**config.mk**
```make
export PLATFORM = sky130hd
export DESIGN_NAME = sdm_fcw_ramp
export DESIGN_NICKNAME = d
export VERILOG_FILES = /design/src/rtl/sdm_fcw_ramp.sv
export SDC_FILE = /design/constraint.sdc
export NUM_CORES = 1
export LEC_CHECK = 0
export ABC_CLOCK_PERIOD_IN_PS = 11200
export CORE_ASPECT_RATIO = 1.5
export CORE_MARGIN = 2
export CORE_UTILIZATION = 60
export CTS_CLUSTER_DIAMETER = 150
export DETAILED_ROUTE_END_ITERATION = 10
export PLACE_DENSITY = 0.83
export SLEW_MARGIN = 15
export SYNTH_ARGS = -nofsm -noshare
export SYNTH_HDL_FRONTEND = slang
export SYNTH_SLANG_ARGS = --single-unit
```
**constraint.sdc**
```tcl
create_clock -name clk -period 11.2 [get_ports clk]
set_input_delay 2.8 -clock clk [delete_from_list [all_inputs] [get_ports clk]]
set_output_delay 2.8 -clock clk [all_outputs]
set_load 0.03 [all_outputs]
```
**src/rtl/sdm_fcw_ramp.sv**
```systemverilog
// Frequency-control-word ramp sequencer for a sigma-delta fractional-N loop.
// Walks the word {n_o, frac_o} from its present value to a captured target
// in steps of at most S frac LSBs, one step every R+1 reference cycles, so
// that the synthesizer never sees a frequency jump large enough to unlock.
module sdm_fcw_ramp #(
  parameter int RST_N    = 31,
  parameter int RST_FRAC = 416,
  parameter int N_MIN    = 16,
  parameter int N_MAX    = 60
) (
  input  logic       clk,
  input  logic       rstn,
  input  logic       load,
  input  logic [5:0] tgt_n,
  input  logic [9:0] tgt_frac,
  input  logic [9:0] step,
  input  logic [7:0] rate,
  output logic [5:0] n_o,
  output logic [9:0] frac_o,
  output logic       upd_o,
  output logic       busy,
  output logic       done
);

  localparam logic [5:0]  N_MIN_W = 6'(N_MIN);
  localparam logic [5:0]  N_MAX_W = 6'(N_MAX);
  localparam logic [15:0] RST_W   = {6'(RST_N), 10'(RST_FRAC)};

  typedef enum logic {
    IDLE = 1'b0,
    RAMP = 1'b1
  } state_t;

  state_t      state_reg;
  logic [15:0] w_reg;      // current word, N*1024 + frac
  logic [15:0] t_reg;      // captured (clamped) target
  logic [9:0]  s_reg;      // captured step, never zero
  logic [7:0]  r_reg;      // captured update period minus one
  logic [7:0]  cnt_reg;    // cycles left before the next update
  logic        upd_reg;
  logic        done_reg;
  logic        busy_reg;

  logic [15:0] clamp_t_next;
  logic [9:0]  s_eff_next;
  logic [16:0] diff_next;
  logic [16:0] mag_next;
  logic        near_next;
  logic [15:0] w_step_next;
  logic        hit_next;

  // Target clamp, step sanitising and distance-to-target arithmetic.
  always_comb begin
    clamp_t_next = {tgt_n, tgt_frac};
    if (tgt_n < N_MIN_W) begin
      clamp_t_next = {N_MIN_W, 10'd0};
    end else if (tgt_n > N_MAX_W) begin
      clamp_t_next = {N_MAX_W, 10'h3FF};
    end

    s_eff_next = (step == 10'd0) ? 10'd1 : step;

    // 17-bit difference: the word is 16-bit unsigned, so this never wraps.
    diff_next   = {1'b0, t_reg} - {1'b0, w_reg};
    mag_next    = diff_next[16] ? (~diff_next + 17'd1) : diff_next;
    near_next   = (mag_next <= {7'd0, s_reg});
    w_step_next = diff_next[16] ? (w_reg - {6'd0, s_reg})
                                : (w_reg + {6'd0, s_reg});

    hit_next = (clamp_t_next == w_reg);
  end

  // Ramp state machine; every output is a register so the loop sees clean edges.
  always_ff @(posedge clk or negedge rstn) begin
    if (!rstn) begin
      state_reg <= IDLE;
      w_reg     <= RST_W;
      t_reg     <= RST_W;
      s_reg     <= 10'd1;
      r_reg     <= 8'd0;
      cnt_reg   <= 8'd0;
      upd_reg   <= 1'b0;
      done_reg  <= 1'b0;
      busy_reg  <= 1'b0;
    end else begin
      upd_reg  <= 1'b0;
      done_reg <= 1'b0;
      case (state_reg)
        IDLE: begin
          if (load) begin
            t_reg <= clamp_t_next;
            s_reg <= s_eff_next;
            r_reg <= rate;
            if (hit_next) begin
              // Already there: acknowledge without touching the word.
              done_reg <= 1'b1;
            end else begin
              state_reg <= RAMP;
              busy_reg  <= 1'b1;
              cnt_reg   <= rate;
            end
          end
        end

        RAMP: begin
          if (load) begin
            // Retarget: restart the period from here, never step on this edge.
            t_reg   <= clamp_t_next;
            s_reg   <= s_eff_next;
            r_reg   <= rate;
            cnt_reg <= rate;
            if (hit_next) begin
              state_reg <= IDLE;
              busy_reg  <= 1'b0;
              done_reg  <= 1'b1;
            end
          end else if (cnt_reg != 8'd0) begin
            cnt_reg <= cnt_reg - 8'd1;
          end else if (near_next) begin
            // Last step lands exactly on the target.
            w_reg     <= t_reg;
            upd_reg   <= 1'b1;
            done_reg  <= 1'b1;
            busy_reg  <= 1'b0;
            state_reg <= IDLE;
          end else begin
            w_reg   <= w_step_next;
            upd_reg <= 1'b1;
            cnt_reg <= r_reg;
          end
        end

        default: begin
          state_reg <= IDLE;
          busy_reg  <= 1'b0;
        end
      endcase
    end
  end

  assign n_o    = w_reg[15:10];
  assign frac_o = w_reg[9:0];
  assign upd_o  = upd_reg;
  assign done   = done_reg;
  assign busy   = busy_reg;

endmodule

```
==> results of run 1 <==
## kinds of logic (layout without fill, tap and decap cells)
| kind of cell | Yosys count | count (layout) | synth area share [%] |
|---|---|---|---|
| fa+ha+maj | 48 | 48 | 10.9 |
| buf+inv | 71 | 123 | 5.02 |
| compound gates | 205 | 205 | 24.4 |
| mux | 28 | 28 | 5.27 |
| flops | 62 | 62 | 28.1 |
| simple gates | 209 | 209 | 18.8 |
| xor+xnor | 48 | 48 | 7.50 |
## where the power goes
group | internal [W] | switching (W) | total, W
clock | 0.000213 | 0.000100 | 0.000313
combinational | 0.000508 | 0.000683 | 0.00119
sequential | 0.000273 | 0.0000645 | 0.000338
## metrics by stage
step	setup WS (ns)	util, %	hold WS (ns)
after floorplan	5.88	-	0.467
after global placement	5.22	68.0	0.487
after detailed placement	5.12	68.0	0.493
after CTS	5.12	71.7	0.504
after global routing	4.58	71.7	0.516
final	5.01	71.7	0.504
## layer usage
layer	wire, um	track usage [%]
met3	783	4.30
met5	0	0
met2	8480	60.0
met1	6220	36.5
met4	889	19.5
## area by class of cell
type / instances / area share (%)
well taps: 112 / 2.14
inverters: 48 / 2.75
repair buffers: 59 / 8.78
flip-flops and latches: 62 / 24.0
multi-input cells: 538 / 57.2
clock inverters: 3 / 0.993
clock buffers: 13 / 4.12
## cell usage in the layout (no fill, tap or decap), types with 5 or more instances in the layout
cell             count
o31ai_1              8
nand2b_1             8
nor4_1               5
o21ai_0             55
nand4_1              5
xnor2_1             35
nor3_1              14
nand2_1             71
o21a_1               6
and3_1               6
nor2b_1              5
clkbuf_16            9
o21ai_1             13
clkdlybuf4s50_1     54
inv_1               47
mux2i_1             16
dfrtp_1             45
ha_1                45
a21oi_1             41
xor2_1              13
nor2_1              42
dfstp_2             17
and2_1               5
a211oi_1             5
and4_1               5
nand3_1             15
a21o_1               9
mux2_2               9
or2_2                9
a31oi_1              7
o2bb2ai_1            7
## worst min-delay path by stage
stage,slack (ns),startpoint,cells after the start,end
4_1_cts,0.50,r_reg[6],1,r_reg[6]
3_5_place_dp,0.49,r_reg[6],1,r_reg[6]
2_1_floorplan,0.47,t_reg[12],1,t_reg[12]
3_3_place_gp,0.49,r_reg[6],1,r_reg[6]
5_1_grt,0.52,r_reg[6],1,r_reg[6]
6_report,0.50,r_reg[6],1,r_reg[6]
==> metrics, run 1 <==
Top delay family on crit path=compound AO/OA/AOI/OAI gates; top-count cell post-synth=nand2_1; hold bufs inserted after CTS=0; worst r2r src=w_reg[3]; overall global routing resource usage=32.9%; Tcrit/Tclk final=between 50% and 60%; PD cells=281 mW/mm^2; layout cells sized above 1=under 10%; asr flop ratio synth=100%; Layout Skew=0.00400 ns; wire length of the first global-routing pass=26.3 mm; worst vdd ir=0.000165 V; Min-Delay Path Class=flip-flop to flip-flop; DR WL/cell=just under 20 um; Seq/Total Area, Yosys=28.1%; routed via count=5311; most frequent cells after synthesis=71 x nand2_1, 55 x o21ai_0, 47 x inv_1; Sequential Area=0.00157 mm^2; drt pass-1 iters=4; clock root buffer=clkbuf_16; initial drt markers=283; Critical Path RT=11.41 ns; H-tree lvl count=3; largest cells by area after synthesis=dfrtp_1 20%, ha_1 10%, dfstp_2 8.0%; post-synth top area share=between 20 and 25%; # resized after CTS=0; setup bufs post-CTS=0; Critical Path End=w_reg[15]; min Tclk post-route=6.19 ns; vias in the first global route=5289; Clock Path Buffers=2; top_reg_cell synth=dfrtp_1; CTS tree=built; Fill cells=715; endpoints failing setup=0; Layout Nets=~800; post-synthesis cell type count=83; Rel. slew slack=38.1%; core footprint=between 0.009 and 0.01 mm^2; Initial Utilization=61.3%; clock latency on the worst-skew pair=0.33 ns; CP max FO=23; area grow syn2layout=16.9%; status=complete, no violations; DRC violations left=0; slowest stage delay, CP=0.66 ns; R2R Path End=w_reg[15]; Num CTS Buffers=9; Row Count=43; grt total ovfl=0; crit path capture type=flip-flop; beginning of the critical path=w_reg[3]; cell taking the most area after synthesis=dfrtp_1; Setup TNS=0 ns; setup repair after global routing missed its margin=false; Reg2Reg Depth=21; Sink Count=62; Cell Area, Placed=0.00622 mm^2; Post-synth EDFFs=0; R2R Setup Slk=5.01 ns; Hold Vio Cnt, Final=0; Final Max Tran Viols=0; Leakage=2.79 nW; Synth Warn #=0; CP bufs+invs=1; RePlAce Congestion=between 0.9 and 1; Synth Register Bits=62; PortBufs=55; Crit Path Category=flip-flop to flip-flop; fin area=0.00656 mm^2; Post-Synthesis Mean Instance Area=8.35 um^2; area of the multi-input gates=0.00375 mm^2; non-filler cells, final=835; placed insts=819; mapped cell area=0.00561 mm^2; # IOs=between 50 and 60; fmax=162 MHz; clock slew at reported path FFs=0.05 ns; post-DP HPWL=12.8 mm; Cells after Synth=671; Least-Margin Pin Slew=just over 0.9 ns; total power draw=between 0.0015 and 0.002 W; pin count of the biggest net entering global routing=63; Crit-path slowest cell=o311ai_0; antenna-violating nets left=0; Max Cap Viol=0; Crit path arrival time=6.40 ns; DIE WIDTH=82.9 um; initial antenna violation count=0; vias per cell=around 6.4; diode count=0; CP cell instances=inv_1, ha_1, o21a_1, a21boi_1, o311ai_0, a31oi_1, nand2_1, nand2_1, a21oi_1, ha_1, nor2b_1, o21a_1, o21ai_0, a211oi_1, o31ai_1, o2111ai_1, a21oi_1, xor2_1, or3_1, a21oi_2, a221o_1; critical path depth=21; critical path launch point type=flip-flop; Die Area=approximately 0.010 mm^2; Die Ht=122 um; syn_nets=755; WL final=~16 mm
(Power assumes the default switching activity.)
==> inputs of run 2 (changes only) <==
--- a/config.mk
+++ b/config.mk
@@ -5,13 +5,13 @@
 export SDC_FILE = /design/constraint.sdc
 export NUM_CORES = 1
 export LEC_CHECK = 0
-export ABC_CLOCK_PERIOD_IN_PS = 11200
+export ABC_CLOCK_PERIOD_IN_PS = 6100
 export CORE_ASPECT_RATIO = 1.5
 export CORE_MARGIN = 2
-export CORE_UTILIZATION = 60
+export CORE_UTILIZATION = 59
 export CTS_CLUSTER_DIAMETER = 150
 export DETAILED_ROUTE_END_ITERATION = 10
-export PLACE_DENSITY = 0.83
+export PLACE_DENSITY = 0.82
 export SLEW_MARGIN = 15
 export SYNTH_ARGS = -nofsm -noshare
 export SYNTH_HDL_FRONTEND = slang
==> constraint.sdc (replaced) <==
create_clock -name clk -period 6.1 [get_ports clk]
set_input_delay 1.525 -clock clk [delete_from_list [all_inputs] [get_ports clk]]
set_output_delay 1.525 -clock clk [all_outputs]
set_load 0.03 [all_outputs]
==> run 2 against run 1 <==
Global-route usage is 0.16 points lower. Clock power is 51% higher. Die area is 1.6% higher. Combinational power is 87% higher. Cell count is 0.12% higher. Clock-buffer cell count is 1 lower. Utilization is 1.4 points lower. Via count is 1.1% higher. Total power is 79% higher. Critical path type unchanged. Critical endpoint unchanged. Largest cell class unchanged. Largest power group unchanged.
==> metrics, run 2 (synthesized netlist as in run 1, its figures left out) <==
# resized after CTS=0; PortBufs=55; Leakage=2.76 nW; Crit path arrival time=5.79 ns; initial drt markers=325; Hold Vio Cnt, Final=0; Critical Path RT=about 6.3 ns; clock latency on the worst-skew pair=about 0.34 ns; most common cell after layout, fill and taps aside=nand2_1; Initial Utilization=60.6%; Min-Delay Path Class=flip-flop to flip-flop; PD cells=506 mW/mm^2; area grow syn2layout=15.9%; Sink Count=62; worst r2r src=w_reg[7]; Clock Path Buffers=2; Setup TNS=0 ns; pin count of the biggest net entering global routing=63; Max Cap Viol=0; post-DP HPWL=12.8 mm; Least-Margin Pin Slew=0.826 ns; Layout Nets=803; Tcrit/Tclk final=91.3%; Sequential Area=0.00157 mm^2; Fill cells=765; vias in the first global route=5312; grt total ovfl=0; area of the multi-input gates=0.00375 mm^2; layout cells sized above 1=9.94%; Crit Path Category=flip-flop to flip-flop; Final Max Tran Viols=0; antenna-violating nets left=0; hold bufs inserted after CTS=0; endpoints failing setup=0; Hold Path Depth=1; critical path launch point type=flip-flop; Layout Skew=0.00918 ns; Row Count=43; most frequent cells in the layout=71 x nand2_1, 55 x o21ai_0, 54 x clkdlybuf4s50_1; CP max FO=9; clock slew at reported path FFs=0.06 ns; Rel. slew slack=44.9%; fin area=0.00650 mm^2; wire length of the first global-routing pass=26.4 mm; Die Area=0.0103 mm^2; core footprint=0.00925 mm^2; beginning of the critical path=w_reg[7]; routed via count=5370; Num CTS Buffers=9; # IOs=56; H-tree lvl count=3; setup bufs post-CTS=0; Die Ht=around 120 um; DR WL/cell=20.0 um; Cell Area, Placed=0.00623 mm^2; diode count=0; crit path capture type=flip-flop; initial antenna violation count=0; min Tclk post-route=5.57 ns; RePlAce Congestion=0.982; min-delay src=t_reg[7]; fmax=between 150 and 200 MHz; DIE WIDTH=83.6 um; drt pass-1 iters=5; Reg2Reg Depth=19; worst vdd ir=around 0.00029 V; status=complete, no violations; DRC violations left=0; CTS tree=built; vias per cell=6.42; WL final=16.7 mm; clock root buffer=clkbuf_16; overall global routing resource usage=32.7%; setup repair after global routing missed its margin=false
-- run 2: final cells by class --
class	count	area share, %
Sequential cell	62	24.2
Inverter	48	2.77
Clock inverter	4	0.385
Clock buffer	12	3.79
Timing Repair Buffer	60	8.97
Multi-Input combinational cell	538	57.7
Tap cell	112	2.16
-- run 2: path summary, 6_finish.rpt --
kind / endpoint / slack (ns)
min in group asynchronous: t_reg[2] / 1.36
max: w_reg[15] / 0.53
max in group asynchronous: s_reg[6] / 4.20
min: t_reg[7] / 0.51
min reg2reg: t_reg[7] / 0.51
max reg2reg: w_reg[15] / 0.53
-- run 2: through the flow --
| step | setup WS [ns] | power [W] | hold slack [ns] | util [%] | std cells |
|---|---|---|---|---|---|
| global placement | 0.749 | 0.00269 | 0.482 | 67.3 | 820 |
| floorplan | 0.783 | 0.00222 | 0.467 | - | 671 |
| detailed placement | 0.634 | 0.00277 | 0.485 | 67.3 | 820 |
| CTS | 0.604 | 0.00326 | 0.505 | 70.2 | 836 |
| global route | 0.0375 | 0.00353 | 0.512 | 70.2 | 836 |
| finish | 0.531 | 0.00329 | 0.506 | 70.2 | 836 |
-- run 2: report_power, final --
| part | internal [W] | switching (W) |
|---|---|---|
| Sequential | 0.000501 | 0.000100 |
| Clock | 0.000284 | 0.000187 |
| Combinational | 0.000938 | 0.00128 |
-- run 2: layer usage --
metal	wire (um)	GRT usage, %
met1	6440	35.7
met2	8400	58.4
met3	767	5.54
met4	1090	21.9
met5	0	0
-- run 2: critical path, stage by stage (launching register included) --
cell	delay, ns
dfstp_2	0.58
inv_1	0.07
ha_1	0.36
a21o_2	0.25
o311ai_0	0.46
a31oi_1	0.26
a21boi_1	0.65
nor2_1	0.12
xnor2_1	0.24
ha_1	0.31
o21a_1	0.13
o21ai_0	0.27
a211oi_1	0.16
o31ai_1	0.50
o2111ai_1	0.19
a21oi_1	0.23
xor2_1	0.20
or3_1	0.15
a21oi_2	0.05
a221o_1	0.26
==> inputs of run 3 (changes only) <==
--- a/config.mk
+++ b/config.mk
@@ -6,9 +6,11 @@
 export NUM_CORES = 1
 export LEC_CHECK = 0
 export ABC_CLOCK_PERIOD_IN_PS = 6100
-export CORE_ASPECT_RATIO = 1.5
+export CAP_MARGIN = 20
+export CORE_ASPECT_RATIO = 1.2
 export CORE_MARGIN = 2
 export CORE_UTILIZATION = 59
+export CTS_BUF_LIST = sky130_fd_sc_hd__clkbuf_4 sky130_fd_sc_hd__clkbuf_8 sky130_fd_sc_hd__clkbuf_16
 export CTS_CLUSTER_DIAMETER = 150
 export DETAILED_ROUTE_END_ITERATION = 10
 export PLACE_DENSITY = 0.82
==> run 3 against run 2 <==
Worst hold slack worse by 0.0099 ns. Clock power is 11% lower. Critical endpoint is now w_reg[14]. Sequential share of layout area grew 0.084 points. Flip-flop and latch count stayed put. Routed wire length shrank 3.4%. Largest power group unchanged.
==> metrics, run 3 (synthesized netlist as in run 1, its figures left out) <==
Clock Path Buffers=2; pin count of the biggest net entering global routing=63; endpoints failing setup=0; Sequential Area=0.00157 mm^2; Die Area=just over 0.01 mm^2; Max Cap Viol=0; vias in the first global route=5312; setup repair after global routing missed its margin=false; H-tree lvl count=3; Min-Delay Path Class=flip-flop to flip-flop; WL final=16.1 mm; fmax=177 MHz; utilization after layout=70.9%; wire length of the first global-routing pass=26.2 mm; GR Util met2=57.4%; initial drt markers=~370; area of the multi-input gates=approximately 0.0038 mm^2; drt pass-1 iters=5; most frequent cells in the layout=70 x nand2_1, 55 x o21ai_0, 54 x clkdlybuf4s50_1; Num CTS Buffers=9; worst vdd ir=0.000227 V; GR Util met1=37.6%; initial antenna violation count=0; Tcrit/Tclk final=92.7%; DRC violations left=0; hold bufs inserted after CTS=0; vias per cell=roughly 6.3; routed via count=around 5300; Crit path arrival time=just under 6 ns; WHS=0.496 ns; total power draw=approximately 0.0032 W; most common cell after layout, fill and taps aside=nand2_1; Critical Path RT=6.37 ns; final worst slack=0.444 ns; layout cells sized above 1=10.5%; Least-Margin Pin Slew=0.821 ns; Setup WS pre-CTS=0.535 ns; Sink Count=62; crit path capture type=flip-flop; core footprint=0.00913 mm^2; Hold Vio Cnt, Final=0; Layout Skew=~0.0098 ns; Rel. slew slack=45.2%; area grow syn2layout=15.5%; Most Crowded Layer GR=met2; Fill cells=753; overall global routing resource usage=32.3%; PortBufs=55; Leakage=2.75 nW; grt total ovfl=0; critical path launch point type=flip-flop; DR WL/cell=19.1 um; diode count=0; # IOs=56; Setup TNS=0 ns; Layout Nets=804; Initial Utilization=61.4%; Crit Path Category=flip-flop to flip-flop; post-DP HPWL=12.4 mm; CP max FO=9; PD cells=499 mW/mm^2; M3 GR Usage=5.44%; RePlAce Congestion=0.948; Final Max Tran Viols=0; clock root buffer=clkbuf_8; clock latency on the worst-skew pair=0.35 ns; Die Ht=111 um; min Tclk post-route=roughly 5.7 ns; DIE WIDTH=93.0 um; antenna-violating nets left=0; Row Count=38; status=complete, no violations; clock slew at reported path FFs=0.07 ns; CTS tree=built
[run 3: cell count changes in the layout (fill, tap and decap cells not counted), sizes merged]
| cell | before | now |
|---|---|---|
| bufinv | 0 | 2 |
| clkinvlp | 2 | 0 |
| buf | 6 | 7 |
[run 3: report_power, final]
part / leakage (nW) / internal (W) / switching (W)
logic: 1.91 / 0.000938 / 0.00127
clock network: 0.120 / 0.000256 / 0.000164
registers: 0.722 / 0.000501 / 0.0000988
[run 3: final cells by class]
class,count,area share (%)
clock buffers,12,2.45
clock inverters,4,1.08
inverters,48,2.78
multi-input cells,538,58.0
flip-flops and latches,62,24.3
well taps,120,2.32
repair buffers,61,9.12
[run 3: critical path, cell delays in order (launching register included)]
cell	delay [ns]
dfrtp_1	0.46
inv_1	0.09
ha_1	0.37
o21a_1	0.20
a21boi_1	0.15
o311ai_0	0.43
a31oi_1	0.22
a21boi_1	0.68
nor2_1	0.13
xnor2_1	0.17
ha_1	0.32
a21o_1	0.19
a21oi_1	0.22
nor2b_1	0.07
o21a_1	0.20
o311ai_0	0.58
a31oi_1	0.25
a21o_1	0.24
a21oi_1	0.18
xnor2_1	0.15
mux2i_1	0.09
o21ai_1	0.17
[run 3: worst paths after layout]
| check | start | to | slack [ns] | cells past startpoint |
|---|---|---|---|---|
| worst min register to register | w_reg[13] | w_reg[13] | 0.50 | 2 |
| max in group asynchronous | rstn | s_reg[7] | 4.24 | 2 |
| worst max register to register | w_reg[3] | w_reg[14] | 0.44 | 21 |
| worst max-delay path | w_reg[3] | w_reg[14] | 0.44 | 21 |
| worst min-delay path | w_reg[13] | w_reg[13] | 0.50 | 2 |
| min in group asynchronous | rstn | state_reg | 1.34 | 2 |
[run 3: per-stage QoR]
step,cells,cell area (um^2)
after global routing,845,6480
after detailed placement,829,6240
final,845,6480
after floorplan,671,5610
after global placement,829,6240
after CTS,845,6470
[run 3: metal layers]
| metal | share of wire [%] | up-vias |
|---|---|---|
| li1 | - | 2532 |
| met4 | 3.3 | 0 |
| met2 | 52 | 191 |
| met1 | 40 | 2545 |
| met5 | 0 | - |
| met3 | 5.3 | 45 |
[run 3: what timing repair did]
item                       4_1_cts  5_1_grt
setup endpoints to repair        0        1
resized for setup                0        1
setup buffers                    0        0
